**src/rtl/ex_muldiv_ctrl_pkg.sv**
```systemverilog
// ex_muldiv_ctrl_pkg
//   Shared op codes, FSM state encodings and small decode helpers for the
//   EX-stage multiply/divide sequencer.
//   Ports: none (package).
//   Optional feature macro used by importers: MULDIV_FAST_MUL_EN.
package ex_muldiv_ctrl_pkg;

  typedef enum logic [2:0] {
    MD_OP_NONE  = 3'd0,
    MD_OP_MULT  = 3'd1,
    MD_OP_MULTU = 3'd2,
    MD_OP_DIV   = 3'd3,
    MD_OP_DIVU  = 3'd4,
    MD_OP_MTHI  = 3'd5,
    MD_OP_MTLO  = 3'd6
  } md_op_e;

  typedef enum logic [1:0] {
    MD_ST_IDLE = 2'd0,
    MD_ST_CALC = 2'd1,
    MD_ST_DONE = 2'd2
  } md_state_e;

  function automatic logic md_is_mul(input logic [2:0] op);
    return (op == MD_OP_MULT) || (op == MD_OP_MULTU);
  endfunction

  function automatic logic md_is_div(input logic [2:0] op);
    return (op == MD_OP_DIV) || (op == MD_OP_DIVU);
  endfunction

  function automatic logic md_is_signed(input logic [2:0] op);
    return (op == MD_OP_MULT) || (op == MD_OP_DIV);
  endfunction

endpackage

```
**src/rtl/ex_muldiv_ctrl_datapath.sv**
```systemverilog
// ex_muldiv_ctrl_datapath
//   Iterative unsigned datapath: one shift-add multiply step or one restoring
//   divide step per enabled cycle. Operates on magnitudes only; signs are
//   handled by the controller.
//   Ports:
//     clk, rst       clock / synchronous active-high reset
//     load           capture operands and mode (controller accept cycle)
//     step           advance one iteration
//     div_mode       1 = divide, 0 = multiply (sampled on load)
//     op_a           rs magnitude (multiplicand / dividend)
//     op_b           rt magnitude (multiplier / divisor)
//     step_result    value the partial register takes on this step
//                    mul: {hi,lo} product, div: {remainder,quotient}
//   Feature macro: none here (MULDIV_FAST_MUL_EN lives in the top).
module ex_muldiv_ctrl_datapath #(
  parameter int DATA_W = 32
) (
  input  logic                  clk,
  input  logic                  rst,
  input  logic                  load,
  input  logic                  step,
  input  logic                  div_mode,
  input  logic [DATA_W-1:0]     op_a,
  input  logic [DATA_W-1:0]     op_b,
  output logic [2*DATA_W-1:0]   step_result
);

  logic [DATA_W-1:0]   a_reg;      // multiplicand or divisor
  logic [2*DATA_W-1:0] p_reg;      // {acc, multiplier} or {rem, dividend/quotient}
  logic                div_reg;

  logic [DATA_W:0]     mul_sum;
  logic [DATA_W:0]     rem_shift;
  logic                rem_ge;
  logic [DATA_W-1:0]   rem_new;

  always_comb begin
    // Multiply: add multiplicand into upper half when the current LSB is set,
    // then shift the whole {carry, acc, multiplier} right by one.
    mul_sum = {1'b0, p_reg[2*DATA_W-1:DATA_W]} + (p_reg[0] ? {1'b0, a_reg} : '0);

    // Divide: shift next dividend bit into the remainder and try to subtract.
    // A set top bit means the shifted remainder already exceeds any W-bit divisor.
    rem_shift = {p_reg[2*DATA_W-1:DATA_W], p_reg[DATA_W-1]};
    rem_ge    = rem_shift[DATA_W] | (rem_shift[DATA_W-1:0] >= a_reg);
    // True difference is < divisor, so modulo-2^W arithmetic is exact.
    rem_new   = rem_ge ? (rem_shift[DATA_W-1:0] - a_reg) : rem_shift[DATA_W-1:0];

    if (div_reg) begin
      step_result = {rem_new, p_reg[DATA_W-2:0], rem_ge};
    end else begin
      step_result = {mul_sum, p_reg[DATA_W-1:1]};
    end
  end

  always_ff @(posedge clk) begin
    if (rst) begin
      a_reg   <= '0;
      p_reg   <= '0;
      div_reg <= 1'b0;
    end else if (load) begin
      div_reg <= div_mode;
      if (div_mode) begin
        a_reg <= op_b;
        p_reg <= {{DATA_W{1'b0}}, op_a};
      end else begin
        a_reg <= op_a;
        p_reg <= {{DATA_W{1'b0}}, op_b};
      end
    end else if (step) begin
      p_reg <= step_result;
    end
  end

endmodule

```
**src/rtl/ex_muldiv_ctrl.sv**
```systemverilog
// ex_muldiv_ctrl
//   EX-stage multiply/divide sequencer and owner of HI/LO. Accepts
//   MULT/MULTU/DIV/DIVU/MTHI/MTLO, runs a DATA_W-iteration shift-add multiply
//   or restoring divide, stalls the pipeline until HI/LO are written.
//   Ports:
//     clk, rst        clock / synchronous active-high reset
//     W_MD_start      EX holds a md instruction (level, held while stalled)
//     W_MD_op         op code (MD_OP_*)
//     W_MD_rs_data    rs operand (dividend / multiplicand / MT source)
//     W_MD_rt_data    rt operand (divisor / multiplier)
//     W_MD_flush      abort request
//     W_MD_stall      freeze IF/ID/EX
//     W_MD_busy       state != IDLE
//     W_MD_hi/W_MD_lo registered HI/LO
//   Macro MULDIV_FAST_MUL_EN: multiplies complete in one cycle at accept with
//   no stall; divides remain iterative.
module ex_muldiv_ctrl
  import ex_muldiv_ctrl_pkg::*;
#(
  parameter int DATA_W = 32
) (
  input  logic              clk,
  input  logic              rst,
  input  logic              W_MD_start,
  input  logic [2:0]        W_MD_op,
  input  logic [DATA_W-1:0] W_MD_rs_data,
  input  logic [DATA_W-1:0] W_MD_rt_data,
  input  logic              W_MD_flush,
  output logic              W_MD_stall,
  output logic              W_MD_busy,
  output logic [DATA_W-1:0] W_MD_hi,
  output logic [DATA_W-1:0] W_MD_lo
);

  localparam int CNT_W = (DATA_W > 1) ? $clog2(DATA_W) : 1;
  localparam logic [CNT_W-1:0] CNT_LAST = CNT_W'(DATA_W - 1);

  md_state_e          state_reg;
  logic [CNT_W-1:0]   cnt_reg;
  logic [DATA_W-1:0]  hi_reg;
  logic [DATA_W-1:0]  lo_reg;
  logic               neg_res_reg;   // product / quotient must be negated
  logic               neg_rem_reg;   // remainder takes the dividend's sign
  logic               div_reg;
  logic               div0_reg;

  logic               rs_neg;
  logic               rt_neg;
  logic [DATA_W-1:0]  rs_mag;
  logic [DATA_W-1:0]  rt_mag;
  logic               iter_accept;
  logic               step_en;
  logic [2*DATA_W-1:0] step_result;
  logic [2*DATA_W-1:0] prod_fix;
  logic [DATA_W-1:0]  fix_hi;
  logic [DATA_W-1:0]  fix_lo;

`ifdef MULDIV_FAST_MUL_EN
  logic [2*DATA_W-1:0] fast_a;
  logic [2*DATA_W-1:0] fast_b;
  logic [2*DATA_W-1:0] fast_prod;
`endif

  always_comb begin
    rs_neg = md_is_signed(W_MD_op) & W_MD_rs_data[DATA_W-1];
    rt_neg = md_is_signed(W_MD_op) & W_MD_rt_data[DATA_W-1];
    rs_mag = rs_neg ? (~W_MD_rs_data + 1'b1) : W_MD_rs_data;
    rt_mag = rt_neg ? (~W_MD_rt_data + 1'b1) : W_MD_rt_data;

`ifdef MULDIV_FAST_MUL_EN
    iter_accept = (state_reg == MD_ST_IDLE) & W_MD_start & ~W_MD_flush & md_is_div(W_MD_op);
    // Sign-extending to 2W bits makes the low 2W bits of the product correct
    // for both signed and unsigned operands.
    fast_a = md_is_signed(W_MD_op) ? {{DATA_W{W_MD_rs_data[DATA_W-1]}}, W_MD_rs_data}
                                   : {{DATA_W{1'b0}}, W_MD_rs_data};
    fast_b = md_is_signed(W_MD_op) ? {{DATA_W{W_MD_rt_data[DATA_W-1]}}, W_MD_rt_data}
                                   : {{DATA_W{1'b0}}, W_MD_rt_data};
    fast_prod = fast_a * fast_b;
`else
    iter_accept = (state_reg == MD_ST_IDLE) & W_MD_start & ~W_MD_flush &
                  (md_is_mul(W_MD_op) | md_is_div(W_MD_op));
`endif

    step_en = (state_reg == MD_ST_CALC) & ~W_MD_flush;

    // Sign fix-up applied to the final iteration's value.
    prod_fix = neg_res_reg ? (~step_result + 1'b1) : step_result;
    if (div_reg) begin
      // A zero divisor leaves an all-ones quotient and the dividend as
      // remainder; skipping quotient negation keeps LO all ones, and the
      // remainder sign fix-up restores the original rs.
      fix_lo = (div0_reg | ~neg_res_reg) ? step_result[DATA_W-1:0]
                                         : (~step_result[DATA_W-1:0] + 1'b1);
      fix_hi = neg_rem_reg ? (~step_result[2*DATA_W-1:DATA_W] + 1'b1)
                           : step_result[2*DATA_W-1:DATA_W];
    end else begin
      fix_lo = prod_fix[DATA_W-1:0];
      fix_hi = prod_fix[2*DATA_W-1:DATA_W];
    end
  end

  ex_muldiv_ctrl_datapath #(
    .DATA_W (DATA_W)
  ) u_datapath (
    .clk         (clk),
    .rst         (rst),
    .load        (iter_accept),
    .step        (step_en),
    .div_mode    (md_is_div(W_MD_op)),
    .op_a        (rs_mag),
    .op_b        (rt_mag),
    .step_result (step_result)
  );

  always_ff @(posedge clk) begin
    if (rst) begin
      state_reg   <= MD_ST_IDLE;
      cnt_reg     <= '0;
      hi_reg      <= '0;
      lo_reg      <= '0;
      neg_res_reg <= 1'b0;
      neg_rem_reg <= 1'b0;
      div_reg     <= 1'b0;
      div0_reg    <= 1'b0;
    end else begin
      case (state_reg)
        MD_ST_IDLE: begin
          if (iter_accept) begin
            state_reg   <= MD_ST_CALC;
            cnt_reg     <= '0;
            neg_res_reg <= rs_neg ^ rt_neg;
            neg_rem_reg <= rs_neg;
            div_reg     <= md_is_div(W_MD_op);
            div0_reg    <= (W_MD_rt_data == '0);
          end else if (W_MD_start && !W_MD_flush) begin
            case (W_MD_op)
              MD_OP_MTHI: hi_reg <= W_MD_rs_data;
              MD_OP_MTLO: lo_reg <= W_MD_rs_data;
`ifdef MULDIV_FAST_MUL_EN
              MD_OP_MULT, MD_OP_MULTU: {hi_reg, lo_reg} <= fast_prod;
`endif
              default: ;
            endcase
          end
        end
        MD_ST_CALC: begin
          if (W_MD_flush) begin
            state_reg <= MD_ST_IDLE;
          end else if (cnt_reg == CNT_LAST) begin
            hi_reg    <= fix_hi;
            lo_reg    <= fix_lo;
            state_reg <= MD_ST_DONE;
          end else begin
            cnt_reg <= cnt_reg + 1'b1;
          end
        end
        // One cycle with stall low lets the held instruction retire once.
        MD_ST_DONE: state_reg <= MD_ST_IDLE;
        default:    state_reg <= MD_ST_IDLE;
      endcase
    end
  end

  assign W_MD_stall = iter_accept | (state_reg == MD_ST_CALC);
  assign W_MD_busy  = (state_reg != MD_ST_IDLE);
  assign W_MD_hi    = hi_reg;
  assign W_MD_lo    = lo_reg;

endmodule
```
**config.mk**
```make
export PLATFORM = sky130hd
export DESIGN_NAME = ex_muldiv_ctrl
export DESIGN_NICKNAME = d
export VERILOG_FILES = /design/src/rtl/ex_muldiv_ctrl_pkg.sv /design/src/rtl/ex_muldiv_ctrl_datapath.sv /design/src/rtl/ex_muldiv_ctrl.sv
export SDC_FILE = /design/constraint.sdc
export NUM_CORES = 1
export LEC_CHECK = 0
export BUFFER_PORTS_ARGS = -buffer_cell sky130_fd_sc_hd__buf_2
export CORE_MARGIN = 5
export CORE_UTILIZATION = 63
export CTS_CLUSTER_DIAMETER = 150
export DETAILED_ROUTE_END_ITERATION = 16
export HOLD_SLACK_MARGIN = 0.03
export MAX_ROUTING_LAYER = met4
export PLACE_DENSITY = 0.84
export SKIP_CTS_REPAIR_TIMING = 1
export SLEW_MARGIN = 20
export SYNTH_ARGS = -nofsm -noshare
export SYNTH_HDL_FRONTEND = slang
export SYNTH_SLANG_ARGS = --single-unit
export TNS_END_PERCENT = 5
```
**constraint.sdc**
```tcl
create_clock -name clk -period 10.8 [get_ports clk]
set_input_delay 2.16 -clock clk [delete_from_list [all_inputs] [get_ports clk]]
set_output_delay 2.16 -clock clk [all_outputs]
set_load 0.02 [all_outputs]
```
==> reports/results.tsv <==
stage	metric	value	unit
sta	fin crit share	0.576	
synth	netlist area before placement	15500	µm²
sta	worst slew pin tran	1200	ps
clocking	CTS tree	done	
floorplanning	total core area	24300	µm²
job	Max-Cap Viols	0	
synth	flops & latches, synth	172	
pwr	Pleak	0.00686	µW
sta	Max Transition Viols Final	0	
floorplanning	I/O pin cnt	137	
global_routing	initial antenna violation count	1	
sta	Post-Route Skew	23.9	ps
synth	FFs w/ async S/R, synth	0	
route	Pre-Repair DR Iteration Count	7	
floorplanning	initial core utilization	0.639	
pwr	share of total power in the clock network	0.336	
clocking	H-Tree Depth	4	
clocking	clk sink count	172	
pwr	P_sw	792	µW
route	First DRT Iteration DRCs	3130	
setup_path	Req. time, crit path	11140	ps
synth	Netlist cell types	96	
route	Via density	6.91	
route	DRC Markers	0	
synth	top post-synthesis cells by count	362 x nand2_1, 254 x nor2_1, 187 x a21oi_1, 172 x dfxtp_1, 116 x o21ai_0	
global_routing	vias in the first global route	16600	
synth	Synth area leader	dfxtp_1	
cells_and_area	max reg flops	64	
min_path	Hold Path Origin	W_MD_hi[18]	
setup_path	worst r2r dst	W_MD_hi[30]	
floorplanning	DIE WIDTH	167	µm
sta	Final min period	6220	ps
clocking	Clock Tree Root	clkbuf_16	
setup_path	FF-to-FF setup slack	4580	ps
setup_path	Max FO, Critical Path	10	
min_path	hold depth	2	
floorplanning	Die Y-Extent	167	µm
setup_path	worst reg2reg path startpoint	u_datapath.a_reg[11]	
sta	final setup fails	0	
cells_and_area	# fillers	2090	
placed_design	GP Congestion	1.05	
pwr	peak supply drop	116	µV
synth	Main synth FF type	dfxtp_1	
synth	Seq/Total Area, Yosys	0.221	
min_path	Hold WC Path Type	reg2reg	
setup_path	startpoint types	flip-flop	
setup_path	critical path class	reg2reg	
sta	setup tns final	0	ps
global_routing	grt total ovfl	0	
pwr	sw frac	0.402	
setup_path	crit path DAT	6570	ps
synth	post-synth top area share	0.221	
pwr	internal power	1180	µW
pwr	Sequential Power Share	0.348	
min_path	WHS Endpoint	W_MD_hi[18]	
route	count of nets left with antenna violations after detail routing	0	
synth	Post-synth EDFFs	0	
sta	RSZ-0062 raised after global routing	no	
cells_and_area	post-route cell area	16900	µm²
synth	Mapped Cells	2237	
synth	syn_nets	2380	
cells_and_area	Syn-to-layout area delta	8.60	%
route	wire per inst	22.8	µm
route	Vias	18000	
cells_and_area	final core occ	0.694	
synth	Mapped Avg Cell Area	6.95	µm²
clocking	CTS Buffer Depth	2	
global_routing	Overall Global Routing Usage	0.419	
setup_path	R2R cell count	17	
sta	Hold Vio Cnt, Final	0	
placed_design	placed instance area	16200	µm²
synth	most frequent cell after synthesis	nand2_1	
pwr	Power Density	117	nW/µm²
placed_design	DP HPWL	44500	µm
pwr	share of total power in combinational logic	0.316	
sta	fmax	0.161	GHz
clocking	clock buffer count from CTS	17	
global_routing	first-pass GRT wire length	92200	µm
placed_design	IO Port Bufs	136	
floorplanning	number of core rows	57	
clocking	CTS clk-pin slew, worst paths	80	ps
setup_path	Critical Path End Type	flip-flop	
synth	synth warn	0	
sta	Rel. slew slack	0.185	
clocking	Worst-Skew Late Latency	460	ps
global_routing	largest net degree at the start of global routing	93	
cells_and_area	layout cells sized above 1	0.101	
cells_and_area	nets@finish	2412	
synth	largest cells by area after synthesis	dfxtp_1 22%, nand2_1 8.7%, nor2_1 6.1%	
route	Routed WL	59500	µm
outcome	status	complete, no violations	
floorplanning	Die ar.	27900	µm²
==> power groups by stage <==
| stage | registers (µW) | clock network (µW) | logic, µW |
|---|---|---|---|
| after floorplan | 698 | 0 | 413 |
| after global placement | 696 | 0 | 579 |
| after detailed placement | 698 | 0 | 588 |
| after CTS | 683 | 658 | 593 |
| after global routing | 687 | 685 | 663 |
| final | 685 | 661 | 621 |
==> stage by stage <==
stage | setup WS (ps) | hold slack [ps] | instances | power [µW]
6_report | 4580 | 458 | 2608 | 1970
5_1_grt | 4340 | 471 | 2607 | 2030
4_1_cts | 4980 | 457 | 2606 | 1930
3_5_place_dp | 5040 | 446 | 2574 | 1290
3_3_place_gp | 5200 | 441 | 2574 | 1280
2_1_floorplan | 5430 | 432 | 2237 | 1110
==> worst max-delay path: stages, from the launching register on <==
cell and delay, ps:
dfxtp_1 360, inv_1 50, ha_1 410, a21oi_1 310, o21ai_1 190, a21oi_2 240
a31oi_4 260, o31ai_2 1050, a21boi_0 590, ha_1 330, nand3_1 230, nor3_1 400
nand2b_1 240, and2_1 330, o41ai_1 570, xnor2_1 180, nor2_1 60, o41ai_1 330
==> layout by cell type (no fill, tap or decap), types with 42 or more instances in the layout <==
cell,n
a21oi_1,187
a311oi_1,58
a31oi_1,42
buf_2,135
dfxtp_1,171
ha_1,70
inv_1,67
nand2_1,362
nand3_1,72
nor2_1,254
nor3_1,79
o21ai_0,115
xnor2_1,91
xor2_1,68
==> logic make-up (layout without fill, tap and decap cells) <==
| group | after synthesis | in the layout | share of synthesized area |
|---|---|---|---|
| AOI/OAI and AO/OA | 617 | 617 | 0.261 |
| adders and majority gates | 72 | 72 | 0.0589 |
| muxes | 47 | 47 | 0.0307 |
| DFF | 172 | 172 | 0.221 |
| xor gates and xnor gates | 159 | 159 | 0.0896 |
| and+or+nand+nor | 959 | 959 | 0.284 |
| buffers and inverters | 211 | 256 | 0.0538 |
| other | 0 | 2 | 0 |
==> routing by layer <==
metal  routed length, µm  vias to the layer above  track usage  share of wire
met2               25400                     1291        0.616           0.43
met3                7730                      290        0.104           0.13
met5                   0                        -            -              0
met4                3610                        0        0.192          0.061
li1                    -                     8080            -              -
met1               22800                     8373        0.543           0.38
==> cell type report <==
| type | count | area [µm²] | area share |
|---|---|---|---|
| tap | 324 | 405 | 0.0240 |
| clock buffer | 17 | 425 | 0.0252 |
| clock inverter | 15 | 205 | 0.0122 |
| multi-input combinational | 1854 | 11300 | 0.669 |
| antenna | 2 | 5.00 | 0.000296 |
| sequential | 172 | 3450 | 0.204 |
| inverter | 67 | 251 | 0.0149 |
| timing repair buffer | 157 | 841 | 0.0498 |
==> worst max path at each step <==
stage	startpoint	to	slack (ps)	cells past startpoint
2_1_floorplan	W_MD_op[2]	W_MD_stall	5430	5
3_3_place_gp	W_MD_op[0]	W_MD_stall	5200	7
3_5_place_dp	u_datapath.a_reg[11]	W_MD_hi[30]	5040	17
4_1_cts	u_datapath.a_reg[11]	W_MD_hi[30]	4980	17
5_1_grt	u_datapath.a_reg[9]	W_MD_hi[24]	4340	17
6_report	u_datapath.a_reg[11]	W_MD_hi[30]	4580	17
No activity file was read; power rests on OpenSTA's default activity.
